## src/rtl/vend_arbiter.sv

```systemverilog
// vend_arbiter: shares one vending core between two customer panels (A, B).
// Loads core prices after reset, then runs round-robin sessions with per-product stock tracking.
module vend_arbiter #(
  parameter logic [7:0]         PRICE0     = 8'd10,
  parameter logic [7:0]         PRICE1     = 8'd15,
  parameter logic [7:0]         PRICE2     = 8'd20,
  parameter int unsigned        STOCK_W    = 4,
  parameter logic [STOCK_W-1:0] STOCK_INIT = 4'd3,
  parameter logic [7:0]         TIMEOUT    = 8'd50
) (
  input  logic               clk,
  input  logic               rst,
  input  logic               req_a,
  input  logic               req_b,
  input  logic [7:0]         mi_a,
  input  logic [7:0]         mi_b,
  input  logic [1:0]         sel_a,
  input  logic [1:0]         sel_b,
  input  logic               re_a,
  input  logic               re_b,
  input  logic               restock,
  input  logic [1:0]         restock_id,
  input  logic [STOCK_W-1:0] restock_qty,
  output logic [7:0]         core_di,
  output logic [7:0]         core_mi,
  output logic [1:0]         core_sel,
  output logic               core_re,
  input  logic [7:0]         core_mo,
  input  logic [1:0]         core_po,
  output logic               gnt_a,
  output logic               gnt_b,
  output logic               out_valid,
  output logic               out_owner,
  output logic [7:0]         mo,
  output logic [1:0]         po,
  output logic               sel_reject,
  output logic [2:0]         sold_out,
  output logic               cfg_done
);

  typedef enum logic [2:0] {
    StCfg,
    StIdle,
    StSession,
    StWaitResp,
    StRelease
  } state_e;

  localparam logic [STOCK_W:0] StockMax = {1'b0, {STOCK_W{1'b1}}};
  localparam logic [STOCK_W:0] StockOne = {{STOCK_W{1'b0}}, 1'b1};

  state_e     state_q, state_d;
  logic [1:0] cfg_cnt_q, cfg_cnt_d;
  logic       cfg_done_q, cfg_done_d;
  logic       owner_q, owner_d;
  logic       last_owner_q, last_owner_d;
  logic       gnt_a_q, gnt_a_d;
  logic       gnt_b_q, gnt_b_d;
  logic [7:0] idle_cnt_q, idle_cnt_d;
  logic       refund_q, refund_d;
  logic       out_valid_q, out_valid_d;
  logic       out_owner_q, out_owner_d;
  logic [7:0] mo_q, mo_d;
  logic [1:0] po_q, po_d;

  logic [7:0] own_mi;
  logic [1:0] own_sel;
  logic       own_re;
  logic       win_b;

  assign own_mi  = owner_q ? mi_b  : mi_a;
  assign own_sel = owner_q ? sel_b : sel_a;
  assign own_re  = owner_q ? re_b  : re_a;
  // On a tie the panel that did not own the core last wins.
  assign win_b   = (req_a && req_b) ? ~last_owner_q : req_b;

  always_comb begin
    state_d      = state_q;
    cfg_cnt_d    = cfg_cnt_q;
    cfg_done_d   = cfg_done_q;
    owner_d      = owner_q;
    last_owner_d = last_owner_q;
    gnt_a_d      = gnt_a_q;
    gnt_b_d      = gnt_b_q;
    idle_cnt_d   = idle_cnt_q;
    refund_d     = refund_q;
    out_valid_d  = 1'b0;
    out_owner_d  = out_owner_q;
    mo_d         = mo_q;
    po_d         = po_q;
    core_di      = 8'd0;
    core_mi      = 8'd0;
    core_sel     = 2'd0;
    core_re      = 1'b0;
    sel_reject   = 1'b0;

    unique case (state_q)
      StCfg: begin
        unique case (cfg_cnt_q)
          2'd0:    core_di = PRICE0;
          2'd1:    core_di = PRICE1;
          2'd2:    core_di = PRICE2;
          default: core_di = 8'd0;
        endcase
        if (cfg_cnt_q == 2'd2) begin
          cfg_cnt_d  = 2'd0;
          cfg_done_d = 1'b1;
          state_d    = StIdle;
        end else begin
          cfg_cnt_d = cfg_cnt_q + 2'd1;
        end
      end

      StIdle: begin
        idle_cnt_d = 8'd0;
        if (req_a || req_b) begin
          owner_d  = win_b;
          gnt_a_d  = ~win_b;
          gnt_b_d  = win_b;
          refund_d = 1'b0;
          state_d  = StSession;
        end
      end

      StSession: begin
        core_mi = own_mi;
        if (idle_cnt_q == TIMEOUT) begin
          core_re    = 1'b1;
          refund_d   = 1'b1;
          idle_cnt_d = 8'd0;
          state_d    = StWaitResp;
        end else if (own_re) begin
          core_re    = 1'b1;
          refund_d   = 1'b1;
          idle_cnt_d = 8'd0;
          state_d    = StWaitResp;
        end else if (own_sel != 2'd0) begin
          idle_cnt_d = 8'd0;
          // Sold-out picks never reach the core; money still does.
          if (sold_out[own_sel - 2'd1]) begin
            sel_reject = 1'b1;
          end else begin
            core_sel = own_sel;
            refund_d = 1'b0;
            state_d  = StWaitResp;
          end
        end else if (own_mi != 8'd0) begin
          idle_cnt_d = 8'd0;
        end else begin
          idle_cnt_d = idle_cnt_q + 8'd1;
        end
      end

      StWaitResp: begin
        out_valid_d = 1'b1;
        out_owner_d = owner_q;
        mo_d        = core_mo;
        po_d        = core_po;
        if ((core_po != 2'd0) || refund_q) begin
          gnt_a_d = 1'b0;
          gnt_b_d = 1'b0;
          state_d = StRelease;
        end else begin
          // Not enough money: the core keeps the balance and the session goes on.
          state_d = StSession;
        end
      end

      StRelease: begin
        last_owner_d = owner_q;
        state_d      = StIdle;
      end

      default: state_d = StCfg;
    endcase

    if (rst) begin
      core_di = 8'd0;
    end
  end

  always_ff @(posedge clk or posedge rst) begin
    if (rst) begin
      state_q      <= StCfg;
      cfg_cnt_q    <= 2'd0;
      cfg_done_q   <= 1'b0;
      owner_q      <= 1'b0;
      last_owner_q <= 1'b1;
      gnt_a_q      <= 1'b0;
      gnt_b_q      <= 1'b0;
      idle_cnt_q   <= 8'd0;
      refund_q     <= 1'b0;
      out_valid_q  <= 1'b0;
      out_owner_q  <= 1'b0;
      mo_q         <= 8'd0;
      po_q         <= 2'd0;
    end else begin
      state_q      <= state_d;
      cfg_cnt_q    <= cfg_cnt_d;
      cfg_done_q   <= cfg_done_d;
      owner_q      <= owner_d;
      last_owner_q <= last_owner_d;
      gnt_a_q      <= gnt_a_d;
      gnt_b_q      <= gnt_b_d;
      idle_cnt_q   <= idle_cnt_d;
      refund_q     <= refund_d;
      out_valid_q  <= out_valid_d;
      out_owner_q  <= out_owner_d;
      mo_q         <= mo_d;
      po_q         <= po_d;
    end
  end

  // Per-product stock: restock and sale may hit the same counter in one cycle.
  for (genvar i = 0; i < 3; i++) begin : g_stock
    logic               add_hit;
    logic               dec_hit;
    logic [STOCK_W:0]   sum;
    logic [STOCK_W-1:0] stock_d;
    logic [STOCK_W-1:0] stock_q;

    assign add_hit = restock && (restock_id == 2'(i + 1));
    assign dec_hit = (state_q == StWaitResp) && (core_po == 2'(i + 1));

    always_comb begin
      sum = {1'b0, stock_q} + (add_hit ? {1'b0, restock_qty} : StockMax & '0);
      if (dec_hit && (sum != '0)) begin
        sum = sum - StockOne;
      end
      stock_d = (sum > StockMax) ? {STOCK_W{1'b1}} : sum[STOCK_W-1:0];
    end

    always_ff @(posedge clk or posedge rst) begin
      if (rst) begin
        stock_q <= STOCK_INIT;
      end else begin
        stock_q <= stock_d;
      end
    end

    assign sold_out[i] = (stock_q == '0);
  end

  assign gnt_a     = gnt_a_q;
  assign gnt_b     = gnt_b_q;
  assign out_valid = out_valid_q;
  assign out_owner = out_owner_q;
  assign mo        = mo_q;
  assign po        = po_q;
  assign cfg_done  = cfg_done_q;

endmodule

```

## config.mk

```make
export PLATFORM = sky130hd
export DESIGN_NAME = vend_arbiter
export DESIGN_NICKNAME = d
export VERILOG_FILES = /design/src/rtl/vend_arbiter.sv
export SDC_FILE = /design/constraint.sdc
export NUM_CORES = 1
export LEC_CHECK = 0
export ABC_CLOCK_PERIOD_IN_PS = 5600
export CAP_MARGIN = 20
export CELL_PAD_IN_SITES_DETAIL_PLACEMENT = 0
export CELL_PAD_IN_SITES_GLOBAL_PLACEMENT = 1
export CORE_ASPECT_RATIO = 0.9
export CORE_MARGIN = 10
export CORE_UTILIZATION = 51
export DETAILED_ROUTE_END_ITERATION = 6
export DONT_BUFFER_PORTS = 1
export PLACE_DENSITY_LB_ADDON = 0.1
export SETUP_SLACK_MARGIN = 0.3
export SYNTH_ARGS = -nofsm -noshare
export SYNTH_HDL_FRONTEND = slang
export SYNTH_SLANG_ARGS = --single-unit
```

## constraint.sdc

```tcl
create_clock -name clk -period 5.6 [get_ports clk]
set_input_delay 0.56 -clock clk [delete_from_list [all_inputs] [get_ports clk]]
set_output_delay 0.56 -clock clk [all_outputs]
set_load 0.02 [all_outputs]
```

==> flow_summary.ini <==
[status]
status = complete, no violations

[placed_design]
dpl_cell_area_mm2 = 0.00326
dp_hpwl_mm = 5.91
gp_congestion = 0.844
portBuffers = 0
dp_cells = 445

[clock_network]
cts_sinks = 43
cts.path.max_buffers = 2
postCtsSetupBuffers = 0
htreeDepth = 2
clkTransAtPathRegs_ns = 0.08
cts_hold_buf = 0
cts_inserted_buffers = 5
clkLatencyLatePin_ns = 0.30
cts_resized = 0
cts-root-buf = clkbuf_8
cts_tree = yes

[power_and_ir_drop]
ir_worst_vdd_mv = 0.274
swShare = 0.471
power_per_cell_area_mw_per_mm2 = 463
p_comb_frac = 0.461
switchingPower_w = 0.000732
seq_power_share = 0.413
total_leakage_power_nw = 1.50
intPower_w = 0.000823
p_clk_frac = 0.126

[timing]
hold_violations = 0
setup_viol = 0
period_share = 0.603
relSlewSlack = 0.251
setup_tns_ns = 0
rsz0062_at_grt = no
slew_violations = 0
tightest_slew_ns = 1.11
final.setup_skew_ns = 0.00547
max_freq_ghz = 0.296
worst_hold_slack_ns = 0.273
period_needed_ns = 3.38

[yosys]
yosysTopAreaCellShare = 0.281
yosys_warnings = 0
ys_seq_area_frac = 0.339
synthFlopType = dfrtp_1
syn_inst = 367
avgSynthCellArea_um2 = 8.73
yosys.area.top_type = dfrtp_1
netlist_top_cells_area = dfrtp_1 28%, ha_1 9.0%, nand2_1 6.4%, dfstp_2 5.7%, mux2i_1 4.7%
async_flop_share = 1.00
synth-seq-cells = 43
synth_edf_count = 0
synth_cell_types = 55
netlist_area_mm2 = 0.00320

[drt]
drt_iter0_markers = 100
drt_pass1_iterations = 4
wirelength_mm = 7.53
vias_per_cell = 5.49
vias = 2502
drc_errors = 0
routedWlPerCell_um = 16.5
antenna_left = 0

[grt]
grt_pass1_wl_mm = 12.2
antenna_found_initial = 0
overflow = 0
grt_usage = 0.150
grt_pass1_vias = 2430
grt_max_degree = 44

[floorplan]
num_io_pins = 81
initial_core_util = 0.524
die_x_um = 104
dieArea_mm2 = 0.00986
fp.coreArea_mm2 = 0.00611
num_rows = 27
die_h_um = 95.2

[critical_path]
path_class = register to output pin
endpoint = sel_reject
arrival_ns = 2.82
rr_worst_depth = 9
critPathLaunchType = register
required_ns = 5.04
timing.rr.start = g_stock[2].stock_q[0]
end_kind = output pin
startpoint = owner_q
r2r_end = g_stock[2].stock_q[0]
r2r_slack_ns = 2.80
crit_fanout = 16

[finish]
nFillCells = 567
final_util = 0.549
stdcell_count = 456
multi_input_area_mm2 = 0.00196
final_cell_mix = 55 x nand2_1, 36 x dfrtp_1, 24 x nor2_1
layout-drive-gt1-share = 0.0786
final_common_cell = nand2_1
fin_area_mm2 = 0.00336
final_nets = 437
seq_area_mm2 = 0.00108
num_antenna_cells = 0
area_delta_synth_final_pct = 4.84

[hold_path]
min_path_type = input pin to async pin

[flow_run]
cap_violations = 0
[cells in the mapped netlist, types with 5 or more instances]
cell type	instances
nor4_1	7
nand2_1	55
nor3_1	7
xor2_1	8
a21oi_1	16
dfrtp_1	36
nor2b_1	8
ha_1	23
nand2b_1	8
nor3b_1	8
mux2i_1	15
and2_1	13
nor2_1	24
inv_1	20
o21ai_0	7
a211oi_1	8
o21ai_1	5
a21o_1	5
nand3_1	17
buf_4	5
dfstp_2	7
[flip-flops by register name (all words and copies together) (netlist names), 2 cells and up]
signal	cells
g_stock.stock_q	12
state_q	3
cfg_cnt_q	2
mo	8
po	2
idle_cnt_q	8
[cell type report]
type | count | share of cell area
clock buffers | 6 | 0.0216
clock inverters | 2 | 0.00410
inverters | 22 | 0.0261
multi-input cells | 290 | 0.582
flip-flops and latches | 43 | 0.323
well taps | 87 | 0.0324
repair buffers | 6 | 0.0104
[critical path: stages, from the launching register on]
cell     delay, ns
dfrtp_1       0.86
mux2i_1       0.42
ha_1          0.31
nor3b_1       0.20
a21oi_1       0.09
nor3_1        0.65
[power groups by stage]
stage	clock, W	combinational (W)	sequential, W
finish	0.000196	0.000717	0.000643
detailed placement	0	0.000715	0.000649
floorplan	0	0.000654	0.000570
global placement	0	0.000707	0.000651
global route	0.000215	0.000815	0.000668
CTS	0.000201	0.000719	0.000647
[stage by stage]
step / total power (W) / setup WS, ns
finish: 0.00156 / 2.22
global route: 0.00170 / 2.02
CTS: 0.00157 / 2.14
detailed placement: 0.00136 / 2.46
global placement: 0.00136 / 2.50
floorplan: 0.00122 / 2.77
[how the worst min path moves through the flow]
stage	from	end	slack, ns
after floorplan	idle_cnt_q[4]	idle_cnt_q[4]	0.48
after global placement	idle_cnt_q[4]	idle_cnt_q[4]	0.51
after detailed placement	idle_cnt_q[4]	idle_cnt_q[4]	0.52
after CTS	rst	cfg_cnt_q[0]	0.30
after global routing	rst	owner_q	0.33
final	rst	state_q[0]	0.27
[logic make-up after synthesis]
group,share of synthesized area
DFF,0.339
buffers and inverters,0.0531
AOI/OAI and AO/OA,0.126
muxes,0.0539
adders and majority gates,0.109
and+or+nand+nor,0.286
other,0.00117
xor gates and xnor gates,0.0328
[per-layer routing]
metal | global-route usage | part of all wire
met1 | 0.190 | 0.48
met2 | 0.242 | 0.45
met3 | 0.0526 | 0.071
met4 | 0.0387 | 0.0040
met5 | 0 | 0
No activity file was read; power rests on OpenSTA's default activity.
